File: src/rtl/tbu_if.sv
// tbu_if: step/decision and decoded-bit bundle between the ACSU/PMU and the TBU.
//   valid_i      : a decision vector for one trellis step is present
//   ready_o      : TBU can accept a step
//   dec_i        : survivor decision bit per state s0..s3
//   pm_s0_i..s3_i: normalised path metrics from the PMU
//   bit_o        : decoded bit
//   bit_valid_o  : one-cycle strobe qualifying bit_o
//   best_state_o : best state latched for the current traceback
// Modports: slave = TBU side, master = ACSU/PMU (or bench) side.
interface tbu_if #(
    parameter int PM_WIDTH = 8
);
    logic                valid_i;
    logic                ready_o;
    logic [3:0]          dec_i;
    logic [PM_WIDTH-1:0] pm_s0_i;
    logic [PM_WIDTH-1:0] pm_s1_i;
    logic [PM_WIDTH-1:0] pm_s2_i;
    logic [PM_WIDTH-1:0] pm_s3_i;
    logic                bit_o;
    logic                bit_valid_o;
    logic [1:0]          best_state_o;

    modport slave (
        input  valid_i, dec_i, pm_s0_i, pm_s1_i, pm_s2_i, pm_s3_i,
        output ready_o, bit_o, bit_valid_o, best_state_o
    );

    modport master (
        output valid_i, dec_i, pm_s0_i, pm_s1_i, pm_s2_i, pm_s3_i,
        input  ready_o, bit_o, bit_valid_o, best_state_o
    );
endinterface

File: src/rtl/tbu.sv
// tbu: traceback unit for the 4-state (K=3, rate-1/2) Viterbi decoder.
// Stores per-step survivor decisions in a circular memory of depth TBL, picks
// the minimum-metric state one cycle after each accepted step, and once the
// window is full traces back TBL-1 steps to emit one decoded bit per step.
// Ports:
//   clk   : clock, rising edge
//   rst_n : synchronous reset, active low
//   bus   : tbu_if.slave (valid/ready, decisions, path metrics, decoded bit)
module tbu #(
    parameter int TBL      = 15,
    parameter int PM_WIDTH = 8
) (
    input  logic  clk,
    input  logic  rst_n,
    tbu_if.slave  bus
);
    localparam int PW = $clog2(TBL);
    localparam int CW = $clog2(TBL + 1);

    typedef enum logic [1:0] {IDLE, BEST, TRACE, OUT} state_t;

    state_t              r_fsm;
    state_t              w_fsm_nxt;
    logic [3:0]          r_mem [TBL];
    logic [PW-1:0]       r_wr_ptr;
    logic [PW-1:0]       r_rd_ptr;
    logic [CW-1:0]       r_count;
    logic [CW-1:0]       r_step;
    logic [1:0]          r_trace;
    logic [1:0]          r_best;
    logic                r_bit;
    logic                r_bit_valid;
    logic                w_accept;
    logic [1:0]          w_best;
    logic [PM_WIDTH-1:0] w_best_pm;
    logic                w_dec_bit;
    logic [1:0]          w_trace_nxt;

    assign w_accept = bus.valid_i && (r_fsm == IDLE);

    // Strict '<' scan in index order keeps the lowest index on ties.
    always_comb begin
        w_best    = 2'd0;
        w_best_pm = bus.pm_s0_i;
        if (bus.pm_s1_i < w_best_pm) begin w_best = 2'd1; w_best_pm = bus.pm_s1_i; end
        if (bus.pm_s2_i < w_best_pm) begin w_best = 2'd2; w_best_pm = bus.pm_s2_i; end
        if (bus.pm_s3_i < w_best_pm) begin w_best = 2'd3; w_best_pm = bus.pm_s3_i; end
    end

    // Predecessor of s with decision d is {s[0], d}.
    assign w_dec_bit   = r_mem[r_rd_ptr][r_trace];
    assign w_trace_nxt = {r_trace[0], w_dec_bit};

    always_comb begin
        w_fsm_nxt = r_fsm;
        case (r_fsm)
            IDLE:    if (bus.valid_i) w_fsm_nxt = BEST;
            BEST:    w_fsm_nxt = (r_count < CW'(TBL)) ? IDLE : TRACE;
            TRACE:   if (r_step == CW'(1)) w_fsm_nxt = OUT;
            OUT:     w_fsm_nxt = IDLE;
            default: w_fsm_nxt = IDLE;
        endcase
    end

    // Survivor memory is not reset; r_count gates whether its contents are used.
    always_ff @(posedge clk) begin
        if (w_accept) r_mem[r_wr_ptr] <= bus.dec_i;
    end

    always_ff @(posedge clk) begin
        if (!rst_n) begin
            r_fsm       <= IDLE;
            r_wr_ptr    <= '0;
            r_rd_ptr    <= '0;
            r_count     <= '0;
            r_step      <= '0;
            r_trace     <= '0;
            r_best      <= '0;
            r_bit       <= 1'b0;
            r_bit_valid <= 1'b0;
        end else begin
            r_fsm       <= w_fsm_nxt;
            r_bit_valid <= 1'b0;
            case (r_fsm)
                IDLE: if (w_accept) begin
                    r_rd_ptr <= r_wr_ptr;
                    r_wr_ptr <= (r_wr_ptr == PW'(TBL - 1)) ? '0 : r_wr_ptr + PW'(1);
                    if (r_count != CW'(TBL)) r_count <= r_count + CW'(1);
                end
                BEST: begin
                    r_trace <= w_best;
                    r_best  <= w_best;
                    r_step  <= CW'(TBL - 1);
                end
                TRACE: begin
                    r_trace  <= w_trace_nxt;
                    r_rd_ptr <= (r_rd_ptr == '0) ? PW'(TBL - 1) : r_rd_ptr - PW'(1);
                    r_step   <= r_step - CW'(1);
                    // Last trace step: register the bit so it lines up with the OUT strobe.
                    if (r_step == CW'(1)) begin
                        r_bit       <= w_trace_nxt[1];
                        r_bit_valid <= 1'b1;
                    end
                end
                default: ;
            endcase
        end
    end

    assign bus.ready_o      = (r_fsm == IDLE);
    assign bus.bit_o        = r_bit;
    assign bus.bit_valid_o  = r_bit_valid;
    assign bus.best_state_o = r_best;
endmodule

File: src/flat_wrapper.sv
// flat-port wrapper written by rule: the top's interface ports become plain ports
module tbu_flat 
#(
    parameter int TBL      = 15,
    parameter int PM_WIDTH = 8
)
  (clk, rst_n, bus_valid_i, bus_dec_i, bus_pm_s0_i, bus_pm_s1_i, bus_pm_s2_i, bus_pm_s3_i, bus_ready_o, bus_bit_o, bus_bit_valid_o, bus_best_state_o);
  tbu_if #(.PM_WIDTH(PM_WIDTH)) bus_i ();
  input  logic clk;
  input  logic rst_n;
  input wire logic [$bits(bus_i.valid_i)-1:0] bus_valid_i;
  input wire logic [$bits(bus_i.dec_i)-1:0] bus_dec_i;
  input wire logic [$bits(bus_i.pm_s0_i)-1:0] bus_pm_s0_i;
  input wire logic [$bits(bus_i.pm_s1_i)-1:0] bus_pm_s1_i;
  input wire logic [$bits(bus_i.pm_s2_i)-1:0] bus_pm_s2_i;
  input wire logic [$bits(bus_i.pm_s3_i)-1:0] bus_pm_s3_i;
  output wire logic [$bits(bus_i.ready_o)-1:0] bus_ready_o;
  output wire logic [$bits(bus_i.bit_o)-1:0] bus_bit_o;
  output wire logic [$bits(bus_i.bit_valid_o)-1:0] bus_bit_valid_o;
  output wire logic [$bits(bus_i.best_state_o)-1:0] bus_best_state_o;
  assign bus_i.valid_i = bus_valid_i;
  assign bus_i.dec_i = bus_dec_i;
  assign bus_i.pm_s0_i = bus_pm_s0_i;
  assign bus_i.pm_s1_i = bus_pm_s1_i;
  assign bus_i.pm_s2_i = bus_pm_s2_i;
  assign bus_i.pm_s3_i = bus_pm_s3_i;
  assign bus_ready_o = bus_i.ready_o;
  assign bus_bit_o = bus_i.bit_o;
  assign bus_bit_valid_o = bus_i.bit_valid_o;
  assign bus_best_state_o = bus_i.best_state_o;
  tbu #(.TBL(TBL), .PM_WIDTH(PM_WIDTH)) u_core (.clk(clk), .rst_n(rst_n), .bus(bus_i));
endmodule
File: config.mk
export PLATFORM = sky130hd
export DESIGN_NAME = tbu_flat
export DESIGN_NICKNAME = d
export VERILOG_FILES = /design/src/rtl/tbu_if.sv /design/src/rtl/tbu.sv /design/src/flat_wrapper.sv
export SDC_FILE = /design/constraint.sdc
export NUM_CORES = 1
export LEC_CHECK = 0
export BUFFER_PORTS_ARGS = -buffer_cell sky130_fd_sc_hd__buf_2
export CORE_ASPECT_RATIO = 0.5
export CORE_UTILIZATION = 38
export DETAILED_ROUTE_END_ITERATION = 8
export SYNTH_ARGS = -nofsm -noshare
export SYNTH_HDL_FRONTEND = slang
export SYNTH_SLANG_ARGS = --single-unit
export TNS_END_PERCENT = 5
File: constraint.sdc
create_clock -name clk -period 5 [get_ports clk]
set_clock_uncertainty 0.15 [all_clocks]
set_input_delay 1 -clock clk [delete_from_list [all_inputs] [get_ports clk]]
set_output_delay 1 -clock clk [all_outputs]
set_load 0.01 [all_outputs]
# ---- Yosys cells after proc, flatten, opt, wreduce, memory -nomap -nowiden
# Memory sizes are Yosys's and may differ from the RTL's. A register that Yosys moved wholly into a read port is not among the register bits.
# Index checks and enable logic that the tools add are counted.
dict set report totals {
  ff_bits 24
  mem_bits_rw 60
  in_bits 39
  word_cells 61
  memories 1
}
# memory words width rd rd_ports_with_merged_regs wr line
set mem_list {}
lappend mem_list {u_core.r_mem 15 4 1 1 1 tbu.sv:24} ;# logic [3:0] r_mem [TBL];
dict set report op_classes {
  add_sub_neg 4
  magnitude_cmp 5
  n_eq_ne 9
  mux 22
  reduce_logical 11
}
# cell n
set ops {}
lappend ops {{8-bit less-than comparator} 3}
lappend ops {{4-bit two-way mux} 5}
lappend ops {{8-bit two-way mux} 2}
lappend ops {{4-bit case mux with 2 select lines} 2}
lappend ops {{2-bit two-way mux} 5}
lappend ops {{2-bit AND reduction} 5}
lappend ops {{4-bit by 1-bit adder with 4-bit output (second input constant)} 2}
lappend ops {{2-bit case mux with 4 select lines} 1}
lappend ops {{4-bit by 1-bit subtractor with 4-bit output (second input constant)} 2}
lappend ops {{1-bit two-way mux} 5}
lappend ops {{2-bit equality test (second input constant)} 2}
lappend ops {{4-bit by 1-bit equality test with 1-bit output (second input constant)} 1}
lappend ops {{4-bit equality test (second input constant)} 1}
lappend ops {{4-bit logical NOT} 1}
lappend ops {{4-bit less-than comparator (second input constant)} 1}
lappend ops {{2-bit by 1-bit inequality test with 1-bit output (second input constant)} 2}
lappend ops {{4-bit inequality test (second input constant)} 1}
lappend ops {{2-bit case mux with 2 select lines} 1}
lappend ops {{2-bit nonzero test} 2}
lappend ops {{2-bit by 3-bit less-than comparator with 1-bit output (second input constant)} 1}
lappend ops {{3-bit AND reduction} 1}
lappend ops {{1-bit binary-select mux with 2-bit select} 1}
lappend ops {{2-bit by 1-bit equality test with 1-bit output (second input constant)} 1}
lappend ops {{2-bit logical NOT} 1}
lappend ops {{other kinds (2)} 2}

# ---- Logic depth before layout (Yosys ltp)
# Gate-level depths: netlist of the first run.
dict set report logic_depth {
  word_depth 7
  mapped_depth 21
}

# ---- Worst setup path before layout of the first run
# Ideal clock, no wire load.
dict set report synth_timing {
  path_type {input-to-reg}
  start {input bus_pm_s0_i[7]}
  end {register u_core.r_trace[1]}
  setup_time_ps 71
  arrival_time_ps 5006
  required_time_ps 4779
  slack_ps -226
  stages 21
  path_cell_list {inv_1 > ha_1 > and4_1 > o21ai_1 > o21ai_2 > mux2i_1 > ha_1 > a211oi_1 > o211ai_1 > o21ba_2 > a31oi_4 > buf_2 > o21ai_0 > ha_1 > a21o_1 > a21oi_1 > nor2_1 > or4_1 > o211ai_1 > o21bai_1 > a21oi_1}
}
dict set report synth_via {
  elab_chain_cells 7
  word_cells_on_any_way 8
  classes_between {3 x order compare; 5 x mux}
}
# element line
set synth_lines {}
lappend synth_lines {{start, declared} flat_wrapper.sv:13} ;# input wire logic [$bits(bus_i.pm_s0_i)-1:0] bus_pm_s0_i;
lappend synth_lines {{8-bit less-than comparator} tbu.sv:45} ;# if (bus.pm_s1_i < w_best_pm) begin w_best = 2'd1; w_best_pm = bus.pm_s1_i; end
lappend synth_lines {{8-bit two-way mux *} tbu.sv:45}
lappend synth_lines {{8-bit less-than comparator} tbu.sv:46} ;# if (bus.pm_s2_i < w_best_pm) begin w_best = 2'd2; w_best_pm = bus.pm_s2_i; end
lappend synth_lines {{8-bit two-way mux} tbu.sv:46}
lappend synth_lines {{8-bit less-than comparator} tbu.sv:47} ;# if (bus.pm_s3_i < w_best_pm) begin w_best = 2'd3; w_best_pm = bus.pm_s3_i; end
lappend synth_lines {{2-bit two-way mux *} tbu.sv:47}
lappend synth_lines {{2-bit case mux with 2 select lines *} tbu.sv:84} ;# case (r_fsm)
lappend synth_lines {{end signal, assigned} tbu.sv:91} ;# r_trace <= w_best;
lappend synth_lines {{end signal, assigned} tbu.sv:96} ;# r_trace <= w_trace_nxt;
lappend synth_lines {{end, declared} tbu.sv:29} ;# logic [1:0] r_trace;
# Every way passes the cells marked *; elsewhere a longest branch is shown, timed or not.
# A chain may end at the register's enable or synchronous reset.

# ---- Final worst setup path of the first run
dict set report layout_timing {
  start {input bus_pm_s0_i[1]}
  end {register u_core.r_trace[1]}
}
# The elaborated chain is that of the path after synthesis.

==> results_dict.tcl, run 1 <==
set metrics [dict create \
    ys.flop_type "edfxtp_1" \
    power_mw 1.804 \
    start_util_pct 39.69 \
    yosysTopAreaCellShare_pct 40.72 \
    routed.top_layer "met4" \
    finalCritPeriodShare_pct 101.4 \
    rsz0062_at_grt "true" \
    syn_area_mm2 0.004424 \
    relSlewSlack_pct 30.28 \
    cts_tree "yes" \
    cp-start-kind "input port" \
    routed_wl_mm 9.600 \
    status "finished, violations left" \
    worst_pin_slew_ps 1044 \
    avgSynthCellArea_um2 12.06 \
    antenna_found_initial 0 \
    grt_max_degree 21 \
    synth_fp_nets 434 \
    power_density_mw_per_mm2 330.3 \
    yosysTopAreaCell "edfxtp_1" \
    ff2ff_path_depth 5 \
    worstSetupPathType "input port to register" \
    dr_wl_met3_um 475 \
    post-place-cells 566 \
    fin_area_mm2 0.005463 \
    ant_nets 0 \
    num_vias 3058 \
    routed_via_density 5.166 \
    fp.dieW_um 154.6 \
    synthTopCellsByCount "60 x edfxtp_1, 36 x nor2_1, 28 x dfxtp_1, 28 x ha_1, 25 x o21ai_0" \
    ys_seq_area_share_pct 53.39 \
    async_flop_share_pct 0 \
    worst_slack_ps -67.83 \
    required_ps 5110 \
    r2r_slack_ps 2110 \
    hold_violations 0 \
    ios 44 \
    layout.cells.non_filler 592 \
    yosysMostFrequentCell "edfxtp_1" \
    timing.fmax_mhz 197.3 \
    dpl.hpwl_mm 6.841 \
    crit_family "compound AO/OA/AOI/OAI gates" \
    p_leak_nw 1.991 \
    wirelength_met1_mm 4.775 \
    holdPathStages 2 \
    wl_per_cell_um 16.22 \
    grt_pass1_vias 3011 \
    drc_errors 0 \
    ys_seq_elements 88 \
    grt_pass1_wl_mm 15.52 \
    max_stage_delay_ps 500 \
    hp-class "register to register" \
    grt_use_total_pct 16.95 \
    r2r_end "u_core.r_trace[0]" \
    clk_pin_slew_worst_paths_ps 60 \
    yosysUniqueCellTypes 57 \
    max-cap-violations 0 \
    std_cell_rows 27 \
    irDropWorstVdd_mv 0.1717 \
    io_buffer_count 43 \
    min_from "u_core.bus.bit_o" \
    coreArea_mm2 0.01115 \
    n_fill_cell 990 \
    synth_edf_count 60 \
    drive_above_1_share_pct 29.75 \
    cts_root_buf "clkbuf_16" \
    maxSlewViolCount 0 \
    multi_input_area_mm2 0.002041 \
    hold_buffers 0 \
    place_area_mm2 0.004961 \
    failed_checks "negative setup slack" \
    crit_path_top_delay_cell "or4_4" \
    die_y_um 78.30 \
    overflow 0 \
    firstDrtPassIters 6 \
    holdPathEnd "u_core.bus.bit_o" \
    cts_buffers 9 \
    register_area_mm2 0.002362 \
    cp.arrival_ps 5180 \
    utilization_pct 49.00 \
    crit_chain "buf_2, inv_2, ha_4, a2111oi_4, o21ai_4, buf_12, buf_6, mux2i_2, ha_1, nand2_2, o211ai_1, o21ba_4, a31oi_4, nand2_1, o21ai_1, ha_1, a21o_1, a21oi_2, nor2_2, or4_4, o211ai_1, o21bai_1, a21oi_1" \
    yosys_warnings 0 \
    finalSetupViolCount 3 \
    area_delta_synth_final_pct 23.47 \
    wl_met2_mm 4.251 \
    n_antenna_cell 0 \
    die_area_mm2 0.01210 \
    nets 509 \
    critPathBufInv 4 \
    postSynthCellCount 367 \
    numClockSinks 88 \
    synthTopCellsByArea "edfxtp_1 41%, dfxtp_1 13%, ha_1 7.9%" \
    cp-end-kind "register" \
    cp_max_fo 8 \
    clock_latency_ps 340 \
    place_congestion 0.8381 \
    cts_buffer_depth 2 \
    dr.first_iter.drc_count 164 \
    min_period_ps 5068 \
    htreeDepth 3 \
    fin_tns_setup_ps -104.6 \
]
==> power by group <==
group | leakage, nW | switching (mW) | internal [mW] | total [mW]
clock network | 0.139 | 0.272 | 0.389 | 0.660
logic | 1.08 | 0.156 | 0.167 | 0.324
registers | 0.770 | 0.0240 | 0.796 | 0.820
==> kinds of logic after synthesis <==
group | count (synthesis) | synth area share, %
xor gates and xnor gates | 2 | 0.3960
DFF | 88 | 53.39
muxes | 33 | 11.68
and+or+nand+nor | 97 | 10.15
AOI/OAI and AO/OA | 85 | 12.73
buffers and inverters | 34 | 3.733
adders and majority gates | 28 | 7.919
==> metal layers <==
metal / global-route usage, % / up-vias
met1: 21.89 / 1439
li1: - / 1546
met3: 4.749 / 10
met4: 4.158 / 0
met2: 28.28 / 63
met5: 0 / -
==> worst register-to-register path, cell delays in order, from the launching register on <==
cell and delay, ps:
dfxtp_1 1010, mux4_1 710, mux4_2 470, a21oi_1 180, a311o_2 190, o22ai_1 70
==> per-stage QoR <==
step                      hold WS [ps]  setup WS, ps
final                            348.2        -67.83
after global routing             375.8        -305.5
after CTS                        360.0        -30.47
after detailed placement         344.1        -455.3
after global placement           331.6        -407.7
after floorplan                  330.6        -31.19
==> worst max path at each step <==
| stage | start | end | cells after the start |
|---|---|---|---|
| final | bus_pm_s0_i[1] | u_core.r_trace[1] | 23 |
| after global routing | bus_pm_s1_i[1] | u_core.r_trace[1] | 22 |
| after CTS | bus_pm_s0_i[4] | u_core.r_trace[1] | 22 |
| after detailed placement | bus_pm_s0_i[7] | u_core.r_trace[1] | 22 |
| after global placement | bus_pm_s0_i[5] | u_core.r_trace[1] | 22 |
| after floorplan | bus_pm_s0_i[7] | u_core.r_trace[1] | 21 |
==> cell usage in the layout, fill, tap and decap left out, types with 5 or more instances in the layout <==
| cell | instances |
|---|---|
| inv_1 | 15 |
| nand3_1 | 9 |
| nor3_1 | 6 |
| mux4_2 | 7 |
| a21oi_1 | 21 |
| clkbuf_16 | 9 |
| mux4_1 | 6 |
| inv_2 | 5 |
| buf_4 | 33 |
| nand2_1 | 23 |
| nor2_1 | 35 |
| o21ai_0 | 22 |
| o211ai_1 | 7 |
| mux2i_1 | 14 |
| buf_2 | 41 |
| dfxtp_1 | 28 |
| ha_1 | 22 |
| ha_4 | 5 |
| edfxtp_1 | 60 |
==> flip-flops by register name, indices dropped and copies added, names as in the netlist, named ones only <==
signal / count
u_core.r_fsm: 1
u_core.r_count: 4
u_core.r_rd_ptr: 4
u_core.r_mem: 60
u_core.bus.bit_o: 1
u_core.bus.best_state_o: 2
u_core.r_trace: 2
u_core.bus.bit_valid_o: 1
u_core.r_wr_ptr: 4
u_core.r_step: 4
==> cell type report <==
cell class                 instances  area share [%]
sequential                        88           43.24
multi-input combinational        245           37.36
timing repair buffer              78           9.276
clock buffer                      10           4.191
tap                              145           3.321
inverter                          20           1.374
clock inverter                     6           1.237
==> timing repair <==
item / 4_1_cts / 5_1_grt
pin swaps: 21 / 16
resized for setup: 15 / 11
setup endpoints to repair: 4 / 4
setup buffers: 7 / 3
cloned: 0 / 0
No activity file was read; power rests on OpenSTA's default activity.
==> run 2: changes to the inputs <==
--- a/config.mk
+++ b/config.mk
@@ -6,7 +6,7 @@
 export NUM_CORES = 1
 export LEC_CHECK = 0
 export BUFFER_PORTS_ARGS = -buffer_cell sky130_fd_sc_hd__buf_2
-export CORE_ASPECT_RATIO = 0.5
+export CORE_MARGIN = 8
 export CORE_UTILIZATION = 38
 export DETAILED_ROUTE_END_ITERATION = 8
 export SYNTH_ARGS = -nofsm -noshare
==> run 2 against run 1 <==
Net effect: the flow still finishes with violations (negative setup slack); routed wire length down 0.22%; die area increased by 27%; setup slack gained 64 ps; count of clock-buffer cells in the layout decreased by 1.
==> results_dict.tcl, run 2 (same netlist as run 1, synthesis figures left out) <==
set metrics [dict create \
    power_mw 1.862 \
    r2r_slack_ps 2070 \
    clk_pin_slew_worst_paths_ps 60 \
    firstDrtPassIters 4 \
    fin_tns_setup_ps -3.675 \
    maxSlewViolCount 0 \
    cts_tree "yes" \
    cts_root_buf "clkbuf_16" \
    cp.arrival_ps 5120 \
    wl_per_cell_um 16.26 \
    register_area_mm2 0.002362 \
    max_stage_delay_ps 490 \
    finalSetupViolCount 1 \
    cp-start-kind "input port" \
    die_area_mm2 0.01535 \
    crit_path_top_delay_cell "or4_4" \
    p_leak_nw 2.007 \
    ff2ff_path_depth 5 \
    routed_via_density 5.289 \
    final_cell_mix "60 x edfxtp_1, 44 x buf_2, 36 x nor2_1, 30 x buf_4, 28 x dfxtp_1" \
    io_buffer_count 43 \
    multi_input_area_mm2 0.001998 \
    drc_errors 0 \
    cp.depth 22 \
    ant_nets 0 \
    clock_latency_ps 340 \
    grt_pass1_wl_mm 15.53 \
    antenna_found_initial 0 \
    required_ps 5120 \
    std_cell_rows 39 \
    critPathBufInv 3 \
    start_util_pct 38.91 \
    holdPathStages 2 \
    numClockSinks 88 \
    rsz0062_at_grt "true" \
    hp-class "register to register" \
    hold_buffers 0 \
    n_fill_cell 1016 \
    min_period_ps 5004 \
    irDropWorstVdd_mv 0.2340 \
    largest_reg_flops 60 \
    max-cap-violations 0 \
    worstSetupPathType "input port to register" \
    grt_pass1_vias 3121 \
    fp.dieW_um 123.9 \
    num_vias 3115 \
    dpl.hpwl_mm 6.983 \
    worst_pin_slew_ps 995.4 \
    layout_commonest_cell "edfxtp_1" \
    place_congestion 0.8062 \
    cts_buffer_depth 2 \
    coreArea_mm2 0.01137 \
    finalCritPeriodShare_pct 100.1 \
    timing.fmax_mhz 199.9 \
    grt_max_degree 21 \
    failed_checks "negative setup slack" \
    die_y_um 123.9 \
    status "finished, violations left" \
    relSlewSlack_pct 33.55 \
    grt_use_total_pct 13.10 \
    whs_ps 362.6 \
    drive_above_1_share_pct 28.03 \
    power_density_mw_per_mm2 343.5 \
    nets 508 \
    hold_violations 0 \
    worst_slack_ps -3.675 \
    cp-end-kind "register" \
    cp_max_fo 8 \
    htreeDepth 3 \
    ios 44 \
    routed_wl_mm 9.579 \
    dr.first_iter.drc_count 224 \
    area_delta_synth_final_pct 22.51 \
    crit_family "compound AO/OA/AOI/OAI gates" \
    largest-register "u_core.r_mem" \
    utilization_pct 47.67 \
    cts_buffers 9 \
    n_antenna_cell 0 \
    overflow 0 \
    crit_chain "buf_2, inv_1, ha_4, and4_1, o21ai_2, o21ai_4, mux2i_2, ha_1, a211oi_2, o211ai_1, o21ba_4, a31oi_4, buf_4, nand2_1, o21ai_0, ha_1, a21oi_2, nor2_1, or4_4, o211ai_1, o21bai_1, a21oi_1" \
]
## run 2: changes by cell type in the layout (fill, tap and decap cells not counted), sizes merged
cell	change
buf	-1
bufinv	+1
clkbuf	-1
clkinv	-1
clkinvlp	-1
inv	+2
## run 2: per-layer routing
layer | vias up | part of all wire, % | GRT usage [%]
met5 | - | 0 | 0
met2 | 43 | 49 | 21.75
li1 | 1536 | - | -
met1 | 1524 | 46 | 16.12
met3 | 12 | 2.9 | 2.811
met4 | 0 | 1.9 | 5.874
## run 2: where the power goes
group	switching (mW)	internal, mW
sequential	0.0240	0.796
combinational	0.155	0.160
clock	0.283	0.443
## run 2: repair_timing
action                     CTS  global route
resized for setup           11             9
pin swaps                   13            11
setup endpoints to repair    4             4
cloned                       0             1
setup buffers                3             5
## run 2: layout make-up
class | count | share of cell area [%]
clock buffers | 9 | 4.155
clock inverters | 7 | 1.870
inverters | 20 | 1.385
multi-input cells | 245 | 36.87
flip-flops and latches | 88 | 43.58
well taps | 143 | 3.301
repair buffers | 77 | 8.841
## run 2: worst paths after layout
path / start / endpoint
setup / recovery: bus_pm_s0_i[5] / u_core.r_trace[1]
hold reg to reg: u_core.bus.best_state_o[1] / u_core.bus.best_state_o[1]
setup reg to reg: register / u_core.r_trace[0]
hold / removal: u_core.bus.best_state_o[1] / u_core.bus.best_state_o[1]
## run 2: per-stage QoR
step / setup WS (ps) / area, um^2 / cells
2_1_floorplan: -31.19 / 4473 / 367
3_3_place_gp: -364.7 / 4959 / 564
3_5_place_dp: -406.7 / 4959 / 564
4_1_cts: 8.407 / 5350 / 583
5_1_grt: -213.7 / 5420 / 589
6_report: -3.675 / 5420 / 589
## run 2: worst register-to-register path: stages (launching register included)
cell     delay [ps]
dfxtp_1         970
mux4_1          700
mux4_2          480
a21oi_1         240
a311o_2         200
o22ai_1          70
